==> config.mk <==
export PLATFORM = sky130hd
export DESIGN_NAME = bf16_add_scheduler
export DESIGN_NICKNAME = d
export VERILOG_FILES = /design/src/rtl/bf16_add_scheduler.sv
export SDC_FILE = /design/constraint.sdc
export NUM_CORES = 1
export LEC_CHECK = 0
export ABC_AREA = 1
export CORE_UTILIZATION = 38
export DETAILED_ROUTE_END_ITERATION = 8
export PLACE_DENSITY = 0.85
export SLEW_MARGIN = 10
export SYNTH_ARGS = -nofsm -noshare
export SYNTH_HDL_FRONTEND = slang
export SYNTH_SLANG_ARGS = --single-unit
==> constraint.sdc <==
create_clock -name clock -period 3.91 [get_ports clock]
set_input_delay 0.391 -clock clock [delete_from_list [all_inputs] [get_ports clock]]
set_output_delay 0.391 -clock clock [all_outputs]
set_load 0.1 [all_outputs]
==> src/rtl/bf16_add_scheduler.sv <==
// rtl/bf16_add_scheduler.sv - round-robin scheduler sharing one three-phase bfloat16_adder
// Optional macro BF16_ADD_SCHED_WATCHDOG_EN adds rsp_err and a timeout out of WAIT.

module bf16_add_scheduler #(
  parameter int NUM_REQ = 4,
  parameter int ID_W    = $clog2(NUM_REQ)
) (
  input  logic                  clock,
  input  logic                  reset,
  input  logic [NUM_REQ-1:0]    req_valid,
  input  logic [16*NUM_REQ-1:0] req_a,
  input  logic [16*NUM_REQ-1:0] req_b,
  output logic [NUM_REQ-1:0]    req_ready,
  output logic                  rsp_valid,
  input  logic                  rsp_ready,
  output logic [15:0]           rsp_sum,
  output logic [ID_W-1:0]       rsp_id,
  output logic [15:0]           add_a,
  output logic [15:0]           add_b,
  input  logic [15:0]           add_sum,
  input  logic                  add_ready,
`ifdef BF16_ADD_SCHED_WATCHDOG_EN
  output logic                  rsp_err,
`endif
  output logic                  busy
);

  typedef enum logic [2:0] {IDLE, PH_A, PH_B, WAIT, RESP} state_t;

  state_t          state;
  logic [ID_W-1:0] rr_ptr;
  logic [ID_W-1:0] win_idx;
  logic [ID_W-1:0] cand;
  logic            win_found;
  logic            grant;
  logic [15:0]     op_a;
  logic [15:0]     op_b;

`ifdef BF16_ADD_SCHED_WATCHDOG_EN
  localparam logic [3:0] WD_LAST = 4'd7;
  logic [3:0] wd_cnt;
`endif

  // Search upward from the slot after the last winner so it ends up lowest priority.
  always_comb begin
    win_found = 1'b0;
    win_idx   = '0;
    cand      = '0;
    for (int k = 1; k <= NUM_REQ; k++) begin
      cand = ID_W'((int'(rr_ptr) + k) % NUM_REQ);
      if (!win_found && req_valid[cand]) begin
        win_found = 1'b1;
        win_idx   = cand;
      end
    end
  end

  // Grants only line up with the adder's phase-3 boundary.
  assign grant = (state == IDLE) && add_ready && win_found && !reset;

  always_comb begin
    req_ready = '0;
    for (int i = 0; i < NUM_REQ; i++) begin
      req_ready[i] = grant && (win_idx == ID_W'(i));
    end
  end

  assign add_a = op_a;
  assign add_b = op_b;

  always_ff @(posedge clock or posedge reset) begin
    if (reset) begin
      state     <= IDLE;
      rr_ptr    <= ID_W'(NUM_REQ - 1);
      op_a      <= '0;
      op_b      <= '0;
      rsp_valid <= 1'b0;
      rsp_sum   <= '0;
      rsp_id    <= '0;
      busy      <= 1'b0;
`ifdef BF16_ADD_SCHED_WATCHDOG_EN
      rsp_err   <= 1'b0;
      wd_cnt    <= '0;
`endif
    end else begin
      case (state)
        IDLE: begin
          if (grant) begin
            op_a   <= req_a[16*win_idx +: 16];
            op_b   <= req_b[16*win_idx +: 16];
            rr_ptr <= win_idx;
            rsp_id <= win_idx;
            busy   <= 1'b1;
            state  <= PH_A;
`ifdef BF16_ADD_SCHED_WATCHDOG_EN
            wd_cnt <= '0;
`endif
          end
        end
        PH_A: begin
          state <= PH_B;
`ifdef BF16_ADD_SCHED_WATCHDOG_EN
          wd_cnt <= wd_cnt + 4'd1;
`endif
        end
        PH_B: begin
          state <= WAIT;
`ifdef BF16_ADD_SCHED_WATCHDOG_EN
          wd_cnt <= wd_cnt + 4'd1;
`endif
        end
        WAIT: begin
`ifdef BF16_ADD_SCHED_WATCHDOG_EN
          wd_cnt <= wd_cnt + 4'd1;
`endif
          if (add_ready) begin
            rsp_sum   <= add_sum;
            rsp_valid <= 1'b1;
            state     <= RESP;
`ifdef BF16_ADD_SCHED_WATCHDOG_EN
            rsp_err   <= 1'b0;
          end else if (wd_cnt == WD_LAST) begin
            // Adder never reached phase 3: answer with canonical NaN and flag it.
            rsp_sum   <= 16'h7FC0;
            rsp_err   <= 1'b1;
            rsp_valid <= 1'b1;
            state     <= RESP;
`endif
          end
        end
        RESP: begin
          if (rsp_ready) begin
            rsp_valid <= 1'b0;
            busy      <= 1'b0;
            state     <= IDLE;
          end
        end
        default: state <= IDLE;
      endcase
    end
  end

endmodule

==> results of run 1 <==
==> kinds of logic (layout without fill, tap and decap cells) <==
| logic type | Yosys count | count (layout) | synth area share (%) |
|---|---|---|---|
| muxes | 16 | 16 | 4.669 |
| and+or+nand+nor | 452 | 452 | 47.93 |
| buffers and inverters | 50 | 246 | 9.111 |
| DFF | 57 | 57 | 37.03 |
| AOI/OAI and AO/OA | 7 | 7 | 1.265 |
==> routing by layer <==
layer	wire length, um	up-vias
met2	6460	146
met4	233	0
li1	-	2199
met3	834	23
met5	0	-
met1	5410	2070
==> registers in the layout (all words and copies together), names as in the netlist <==
name       count
state          3
add_a         16
rsp_sum       16
add_b         16
rsp_id         2
busy           1
rr_ptr         2
rsp_valid      1
==> worst max-delay path: cells and delay by family, from the launching register on <==
kind / cells / cell delay, ps
simple gates: 9 / 1080
buf+inv: 4 / 930
flops: 1 / 630
==> path summary, 6_finish.rpt <==
check | endpoint
setup / recovery | req_ready[3]
hold / removal | add_a[4]$_DFFE_PP0P_
setup reg to reg | add_b[5]$_DFFE_PP0P_
hold reg to reg | add_a[4]$_DFFE_PP0P_
max in group asynchronous | add_a[0]$_DFFE_PP0P_
min in group asynchronous | rsp_sum[2]$_DFFE_PP0P_
==> cells in the final DEF (no fill, tap or decap) <==
| master | instances |
|---|---|
| sky130_fd_sc_hd__nand2_1 | 350 |
| sky130_fd_sc_hd__nand2_2 | 14 |
| sky130_fd_sc_hd__nor2_1 | 6 |
| sky130_fd_sc_hd__nor3_1 | 1 |
| sky130_fd_sc_hd__clkinv_4 | 1 |
| sky130_fd_sc_hd__clkdlybuf4s50_1 | 203 |
| sky130_fd_sc_hd__a21oi_4 | 1 |
| sky130_fd_sc_hd__nor3_2 | 1 |
| sky130_fd_sc_hd__inv_1 | 8 |
| sky130_fd_sc_hd__buf_4 | 9 |
| sky130_fd_sc_hd__clkinv_1 | 1 |
| sky130_fd_sc_hd__nor2_4 | 1 |
| sky130_fd_sc_hd__clkinv_2 | 4 |
| sky130_fd_sc_hd__nand3_1 | 74 |
| sky130_fd_sc_hd__nor4_1 | 1 |
| sky130_fd_sc_hd__nand3_2 | 2 |
| sky130_fd_sc_hd__inv_2 | 5 |
| sky130_fd_sc_hd__or2_2 | 1 |
| sky130_fd_sc_hd__a21boi_1 | 1 |
| sky130_fd_sc_hd__dfstp_2 | 2 |
| sky130_fd_sc_hd__nor2_2 | 1 |
| sky130_fd_sc_hd__clkbuf_8 | 9 |
| sky130_fd_sc_hd__buf_12 | 4 |
| sky130_fd_sc_hd__mux2_2 | 16 |
| sky130_fd_sc_hd__clkinvlp_4 | 1 |
| sky130_fd_sc_hd__dfrtp_1 | 55 |
| sky130_fd_sc_hd__o21ai_0 | 5 |
| sky130_fd_sc_hd__clkbuf_1 | 1 |
==> area by class of cell <==
cell class,count,area (um2)
repair buffers,216,2180
clock inverters,6,36.28
clock buffers,10,127.6
multi-input cells,475,2088
well taps,133,166.4
fillers,913,3740
flip-flops and latches,57,1429
inverters,14,52.55
==> metrics by stage <==
step	instance area (um2)	worst slack (ps)
2_1_floorplan	3864	541.5
3_3_place_gp	5916	912.5
3_5_place_dp	5916	795.8
4_1_cts	6080	563.3
5_1_grt	6080	310.6
6_report	6080	565.6
==> impl_metrics.py, run 1 <==
metrics = {
    "place": {
        "dp.cells": 895,
        "place.detailed.hpwl_um": 9694,
        "gp_congestion": 0.8779,
        "place.port_buffers": 207,
    },
    "synth": {
        "post_synth_instance_area_mm2": 0.003859,
        "synthesis.instances": 582,
        "yosys_warnings": 0,
        "yosysMostFrequentCell": "sky130_fd_sc_hd__nand2_1",
        "yosysSeqAreaShare_pct": 37.03,
        "synth.lib_cells_used.distinct": 24,
        "syn-num-nets": 734,
        "synth_flop_type": "sky130_fd_sc_hd__dfrtp_1",
        "synth.top_cells.by_area": "sky130_fd_sc_hd__dfrtp_1, sky130_fd_sc_hd__nand2_1, sky130_fd_sc_hd__nand3_1, sky130_fd_sc_hd__mux2_2, sky130_fd_sc_hd__clkbuf_8",
        "ys_ff_latch": 57,
        "yosys.area.top_type": "sky130_fd_sc_hd__dfrtp_1",
        "netlist.area_leader.share_pct": 35.67,
        "synth_edf_count": 0,
        "ys_async_sr_fraction_pct": 100.0,
        "synthesis.area_per_instance_um2": 6.630,
        "ys_top_cells_by_count": "sky130_fd_sc_hd__nand2_1, sky130_fd_sc_hd__nand3_1, sky130_fd_sc_hd__dfrtp_1",
    },
    "route": {
        "wl_um": 12940,
        "drc": 0,
        "post_drt_wl_per_cell_um": 14.20,
        "viasPerCell": 4.872,
        "drt_first_iter_violations": 105,
        "dr_total_vias": 4438,
        "drtPass1Iterations": 4,
        "antenna_violating_nets_post_route": 0,
    },
    "clocking": {
        "cts_hold_buffers": 0,
        "ctsRootBufferMaster": "sky130_fd_sc_hd__clkbuf_8",
        "clkSinkCount": 57,
        "htree_num_levels": 3,
        "clk_path_buf_depth": 2,
        "postCtsResizedCells": 0,
        "insertion_delay_ps": 330,
        "clkTransAtPathRegs_ps": 70,
        "cts_post_setup_buffers_inserted": 0,
        "cts_made_buffers": 9,
        "tritoncts": "built",
    },
    "timing": {
        "timing.setup.tns_ps": 0,
        "maxSlewHeadroom_pct": 30.75,
        "setup_viol": 0,
        "worst-slew-pin-transition_ps": 1035,
        "finalWorstPathRequiredPeriod_ps": 3344,
        "timing_hold_violations_final": 0,
        "final.period_utilization_pct": 85.53,
        "max_clock_freq_ghz": 0.2990,
        "whs_ps": 478.0,
        "final_max_slew_viol_count": 0,
        "finClkSkew_ps": 22.92,
        "grt_setup_unrepaired": "no",
    },
    "setup_path": {
        "rr_startpoint": "rr_ptr[1]$_DFFE_PP1P_",
        "worst_path_max_delay_cell": "sky130_fd_sc_hd__dfstp_2",
        "crit_path_max_fanout": 30,
        "cp_data_required_time_ps": 3520,
        "startpoint_type": "register",
        "critical_path_max_stage_delay_ps": 630,
        "regToRegSetupSlack_ps": 990,
        "crit_path_cell_trace": "inv_2 > nand2_1 > nand2_2 > nand2_2 > nand2_2 > nor2_4 > nand3_2 > buf_4 > nand2_1 > clkinv_1 > nand2_1 > nor2_1 > buf_12",
        "critical_path_arrival_ps": 2950,
        "reg2regPathDepth": 17,
        "timing.critical_path.to_type": "output pin",
        "cp-startpoint": "rr_ptr[1]$_DFFE_PP1P_",
        "timing_worst_setup_path_type": "reg2out",
    },
    "cells_and_area": {
        "diodes": 0,
        "finish.cell_count_without_fillers": 911,
        "syn2layout_area_growth_pct": 57.56,
        "finish.net_count": 925,
        "post_route_cells_drive_above_1_share_pct": 9.254,
        "fin_util_pct": 61.91,
    },
    "global_routing": {
        "grt_max_degree": 65,
        "grt_remaining_overflow": 0,
        "global_route.usage.met1_pct": 27.74,
        "grt_util_all_layers_pct": 23.86,
        "grt_first_pass_wirelength_um": 19540,
        "global_route.usage.met3_pct": 4.475,
        "grt.busiest_layer": "met2",
        "grt_pass1_vias": 4297,
        "grt_antenna_before_repair": 0,
        "groute.layer.met2.usage_pct": 43.44,
    },
    "min_path": {
        "hold_class": "reg2reg",
        "hold_path.startpoint": "add_a[4]$_DFFE_PP0P_",
        "hold_path_depth": 2,
    },
    "floorplan": {
        "fp-row-count": 36,
        "ios": 208,
        "initial_core_util_pct": 39.30,
        "design.die.area_mm2": 0.01056,
        "dieHeight_um": 102.8,
        "die_width_um": 102.8,
        "design.core.area_mm2": 0.009819,
    },
    "status": {
        "run_status": "completed",
    },
    "job": {
        "maxCapViolations": 0,
    },
}
Power of run 1 is left out: the tool's default activity adds up to more than one toggle a clock period on the data nets, which glitch-free logic cannot reach.
==> run 2, diff against run 1 <==
--- a/config.mk
+++ b/config.mk
@@ -13,3 +13,4 @@
 export SYNTH_ARGS = -nofsm -noshare
 export SYNTH_HDL_FRONTEND = slang
 export SYNTH_SLANG_ARGS = --single-unit
+export TNS_END_PERCENT = 10
==> constraint.sdc (replaced) <==
create_clock -name clock -period 3.9 [get_ports clock]
set_input_delay 0.39 -clock clock [delete_from_list [all_inputs] [get_ports clock]]
set_output_delay 0.39 -clock clock [all_outputs]
set_load 0.1 [all_outputs]
==> impl_metrics.py, run 2 (synthesized netlist as in run 1, its figures left out) <==
metrics = {
    "cells_and_area": {
        "diodes": 0,
        "syn2layout_area_growth_pct": 58.59,
        "mostFrequentLayoutCell": "sky130_fd_sc_hd__nand2_1",
        "layout_common_cells": "sky130_fd_sc_hd__nand2_1, sky130_fd_sc_hd__clkdlybuf4s50_1, sky130_fd_sc_hd__nand3_1",
        "post_route_cells_drive_above_1_share_pct": 9.371,
        "n_fill_cell": 899,
        "fin_util_pct": 62.32,
        "finish.net_count": 926,
    },
    "timing": {
        "maxSlewHeadroom_pct": 33.09,
        "grt_setup_unrepaired": "no",
        "max_clock_freq_ghz": 0.3135,
        "finClkSkew_ps": 9.624,
        "timing_hold_violations_final": 0,
        "final_max_slew_viol_count": 0,
        "final.period_utilization_pct": 81.80,
        "timing.setup.tns_ps": 0,
        "finalWorstPathRequiredPeriod_ps": 3190,
        "setup_viol": 0,
        "worst-slew-pin-transition_ps": 1000,
    },
    "job": {
        "maxCapViolations": 0,
    },
    "setup_path": {
        "crit_path_max_fanout": 30,
        "reg2regPathDepth": 16,
        "timing_worst_setup_path_type": "reg2out",
        "critical_path_arrival_ps": 2800,
        "startpoint_type": "register",
        "cp_data_required_time_ps": 3510,
        "timing.critical_path.to_type": "output pin",
    },
    "clocking": {
        "postCtsResizedCells": 0,
        "insertion_delay_ps": 330,
        "clkSinkCount": 57,
        "clk_path_buf_depth": 2,
        "cts_post_setup_buffers_inserted": 0,
        "cts_made_buffers": 9,
        "clkTransAtPathRegs_ps": 70,
        "htree_num_levels": 3,
        "tritoncts": "built",
        "ctsRootBufferMaster": "sky130_fd_sc_hd__clkbuf_8",
        "cts_hold_buffers": 0,
    },
    "route": {
        "wl_um": 13090,
        "drt_first_iter_violations": 150,
        "dr_total_vias": 4475,
        "post_drt_wl_per_cell_um": 14.36,
        "viasPerCell": 4.907,
        "drtPass1Iterations": 5,
        "drc": 0,
        "antenna_violating_nets_post_route": 0,
    },
    "floorplan": {
        "design.core.area_mm2": 0.009819,
        "die_width_um": 102.8,
        "initial_core_util_pct": 39.30,
        "dieHeight_um": 102.8,
        "fp-row-count": 36,
        "ios": 208,
        "design.die.area_mm2": 0.01056,
    },
    "place": {
        "place.detailed.hpwl_um": 9680,
        "gp_congestion": 0.8565,
        "place.port_buffers": 207,
    },
    "global_routing": {
        "grt_pass1_vias": 4195,
        "grt_util_all_layers_pct": 24.29,
        "grt_first_pass_wirelength_um": 19620,
        "grt_antenna_before_repair": 0,
        "grt_max_degree": 65,
        "grt_remaining_overflow": 0,
    },
    "min_path": {
        "hold_class": "in2async",
    },
    "status": {
        "run_status": "completed",
    },
}
==> run 2: metrics by stage <==
stage	hold slack [ps]	cells	setup slack (ps)	cell area, um2
3_5_place_dp	464.3	896	863.5	5923
4_1_cts	482.2	912	722.3	6120
5_1_grt	502.0	912	517.1	6120
3_3_place_gp	462.9	896	958.5	5923
2_1_floorplan	535.1	582	532.5	3864
6_report	474.1	912	709.8	6120
==> run 2: layer usage <==
layer / track usage [%] / vias up / wire, um
li1: - / 2196 / -
met1: 28.55 / 2121 / 5383
met2: 45.18 / 146 / 6724
met3: 3.322 / 12 / 781
met4: 8.342 / 0 / 205
met5: 0 / - / 0
==> run 2: area by class of cell <==
class / instances / area, um2 / share of cell area, %
repair buffers: 217 / 2187 / 35.74
multi-input cells: 475 / 2088 / 34.12
flip-flops and latches: 57 / 1429 / 23.35
well taps: 133 / 166.4 / 2.719
clock buffers: 11 / 141.4 / 2.310
clock inverters: 5 / 55.05 / 0.8996
inverters: 14 / 52.55 / 0.8587
==> run 2: path summary, 6_finish.rpt <==
check                                       from  slack, ps                    end
hold reg to reg             add_b[9]$_DFFE_PP0P_        480   add_b[9]$_DFFE_PP0P_
hold / removal                             reset        470   add_b[6]$_DFFE_PP0P_
setup reg to reg           rr_ptr[1]$_DFFE_PP1P_       1170  add_b[15]$_DFFE_PP0P_
setup / recovery           rr_ptr[1]$_DFFE_PP1P_        710           req_ready[3]
min in group clock          add_b[9]$_DFFE_PP0P_        480   add_b[9]$_DFFE_PP0P_
max in group asynchronous                  reset       2550  rr_ptr[1]$_DFFE_PP1P_
==> run 2: worst max-delay path: stages (launching register included) <==
cell,delay [ps]
sky130_fd_sc_hd__dfstp_2,640
sky130_fd_sc_hd__inv_2,100
sky130_fd_sc_hd__nand3_1,100
sky130_fd_sc_hd__nand2_1,100
sky130_fd_sc_hd__inv_1,110
sky130_fd_sc_hd__nor2_4,40
sky130_fd_sc_hd__nand3_2,50
sky130_fd_sc_hd__buf_4,310
sky130_fd_sc_hd__nand2_1,140
sky130_fd_sc_hd__clkinv_1,80
sky130_fd_sc_hd__buf_4,230
sky130_fd_sc_hd__nand2_1,150
sky130_fd_sc_hd__nor2_1,210
sky130_fd_sc_hd__buf_12,200
Power of run 2 is left out for the same reason.
==> run 3, diff against run 2 <==
--- a/config.mk
+++ b/config.mk
@@ -6,7 +6,7 @@
 export NUM_CORES = 1
 export LEC_CHECK = 0
 export ABC_AREA = 1
-export CORE_UTILIZATION = 38
+export CORE_UTILIZATION = 36
 export DETAILED_ROUTE_END_ITERATION = 8
 export PLACE_DENSITY = 0.85
 export SLEW_MARGIN = 10
==> constraint.sdc (replaced) <==
create_clock -name clock -period 2.6 [get_ports clock]
set_input_delay 0.26 -clock clock [delete_from_list [all_inputs] [get_ports clock]]
set_output_delay 0.26 -clock clock [all_outputs]
set_load 0.1 [all_outputs]
==> impl_metrics.py, run 3 (synthesized netlist as in run 1, its figures left out) <==
metrics = {
    "job": {
        "maxCapViolations": 0,
    },
    "timing": {
        "worst-slew-pin-transition_ps": 732.6,
        "grt_setup_unrepaired": "yes",
        "finClkSkew_ps": 11.25,
        "finalWorstPathRequiredPeriod_ps": 2495,
        "final.period_utilization_pct": 95.96,
        "timing_hold_violations_final": 0,
        "maxSlewHeadroom_pct": 51.04,
        "max_clock_freq_ghz": 0.4008,
        "whs_ps": 377.5,
        "final_max_slew_viol_count": 0,
        "setup_viol": 0,
    },
    "route": {
        "dr_total_vias": 4399,
        "drc": 0,
        "drt_first_iter_violations": 266,
        "drtPass1Iterations": 5,
        "wl_um": 12490,
        "viasPerCell": 4.745,
        "post_drt_wl_per_cell_um": 13.47,
        "antenna_violating_nets_post_route": 0,
    },
    "setup_path": {
        "startpoint_type": "register",
        "critical_path_max_stage_delay_ps": 580,
        "cp_data_required_time_ps": 2340,
        "crit_path_cell_trace": "buf_6 > nand2_1 > nand2_2 > nand2_1 > nand2_1 > inv_1 > nand3_4 > nand2_2 > inv_2 > nand2_2 > nor2_2 > buf_12",
        "crit_path_max_fanout": 6,
        "worst_path_max_delay_cell": "sky130_fd_sc_hd__dfstp_2",
        "timing.critical_path.to_type": "output pin",
        "critical_path_arrival_ps": 2230,
        "timing_worst_setup_path_type": "reg2out",
    },
    "global_routing": {
        "grt_pass1_vias": 4211,
        "grt_remaining_overflow": 0,
        "grt_max_degree": 39,
        "grt_first_pass_wirelength_um": 20300,
        "grt_antenna_before_repair": 0,
        "grt_util_all_layers_pct": 22.80,
    },
    "cells_and_area": {
        "layout_common_cells": "sky130_fd_sc_hd__nand2_1, sky130_fd_sc_hd__clkdlybuf4s50_1, sky130_fd_sc_hd__nand3_1",
        "mostFrequentLayoutCell": "sky130_fd_sc_hd__nand2_1",
        "syn2layout_area_growth_pct": 60.64,
        "fin_util_pct": 59.77,
        "n_fill_cell": 971,
        "diodes": 0,
        "finish.net_count": 938,
        "post_route_cells_drive_above_1_share_pct": 19.22,
    },
    "floorplan": {
        "initial_core_util_pct": 37.21,
        "die_width_um": 105.5,
        "ios": 208,
        "design.die.area_mm2": 0.01114,
        "dieHeight_um": 105.5,
        "design.core.area_mm2": 0.01037,
        "fp-row-count": 37,
    },
    "clocking": {
        "cts_hold_buffers": 0,
        "ctsRootBufferMaster": "sky130_fd_sc_hd__clkbuf_8",
        "cts_made_buffers": 9,
        "insertion_delay_ps": 320,
        "htree_num_levels": 3,
        "clk_path_buf_depth": 2,
        "clkSinkCount": 57,
        "tritoncts": "built",
        "clkTransAtPathRegs_ps": 70,
    },
    "min_path": {
        "hold_class": "in2async",
    },
    "place": {
        "gp_congestion": 0.8426,
        "place.detailed.hpwl_um": 9245,
        "place.port_buffers": 207,
    },
    "status": {
        "run_status": "completed",
    },
}
-- run 3: path summary, 6_finish.rpt --
path / slack (ps) / startpoint / to / depth (start not counted)
worst max-delay path: 110 / rr_ptr[0]$_DFFE_PP1P_ / req_ready[1] / 12
worst min-delay path: 380 / reset / rsp_id[1]$_DFFE_PP0P_ / 2
max in group asynchronous: 1640 / reset / add_a[5]$_DFFE_PP0P_ / 3
worst min register to register: 480 / add_b[8]$_DFFE_PP0P_ / add_b[8]$_DFFE_PP0P_ / 2
worst max register to register: 330 / rr_ptr[0]$_DFFE_PP1P_ / add_b[14]$_DFFE_PP0P_ / 17
min in group clock: 480 / add_b[8]$_DFFE_PP0P_ / add_b[8]$_DFFE_PP0P_ / 2
-- run 3: through the flow --
stage	cell area, um2	std cells	worst slack [ps]	setup TNS [ps]
2_1_floorplan	3877	582	-197.1	-607.6
3_3_place_gp	5908	905	335.7	0
3_5_place_dp	5908	905	262.6	0
4_1_cts	6108	924	2.015	0
5_1_grt	6198	927	-54.22	-121.9
6_report	6198	927	105.1	0
-- run 3: final cells by class --
type | instances | area, um2 | share of cell area [%]
tap | 136 | 170.2 | 2.745
inverter | 14 | 55.05 | 0.8882
timing repair buffer | 229 | 2201 | 35.51
multi-input combinational | 475 | 2171 | 35.02
clock buffer | 11 | 141.4 | 2.281
clock inverter | 5 | 31.28 | 0.5046
sequential | 57 | 1429 | 23.05
-- run 3: worst max-delay path, delay by kind of cell (launching register included) --
kind | cells | cell delay, ps
flip-flops | 1 | 580
buffers and inverters | 4 | 530
AND/OR/NAND/NOR | 8 | 790
-- run 3: repair_timing --
item / in CTS / in global routing
resized for setup: 1 / 19
cloned: 0 / 0
pin swaps: 0 / 7
setup buffers: 3 / 3
setup endpoints to repair: 2 / 4
-- run 3: layer usage --
| metal | GRT usage, % | wire (um) | up-vias |
|---|---|---|---|
| met2 | 38.11 | 5996 | 150 |
| met1 | 29.23 | 5465 | 2006 |
| met3 | 4.267 | 741 | 24 |
| met4 | 8.631 | 285 | 0 |
| met5 | 0 | 0 | - |
| li1 | - | - | 2219 |
Power of run 3 is left out for the same reason.
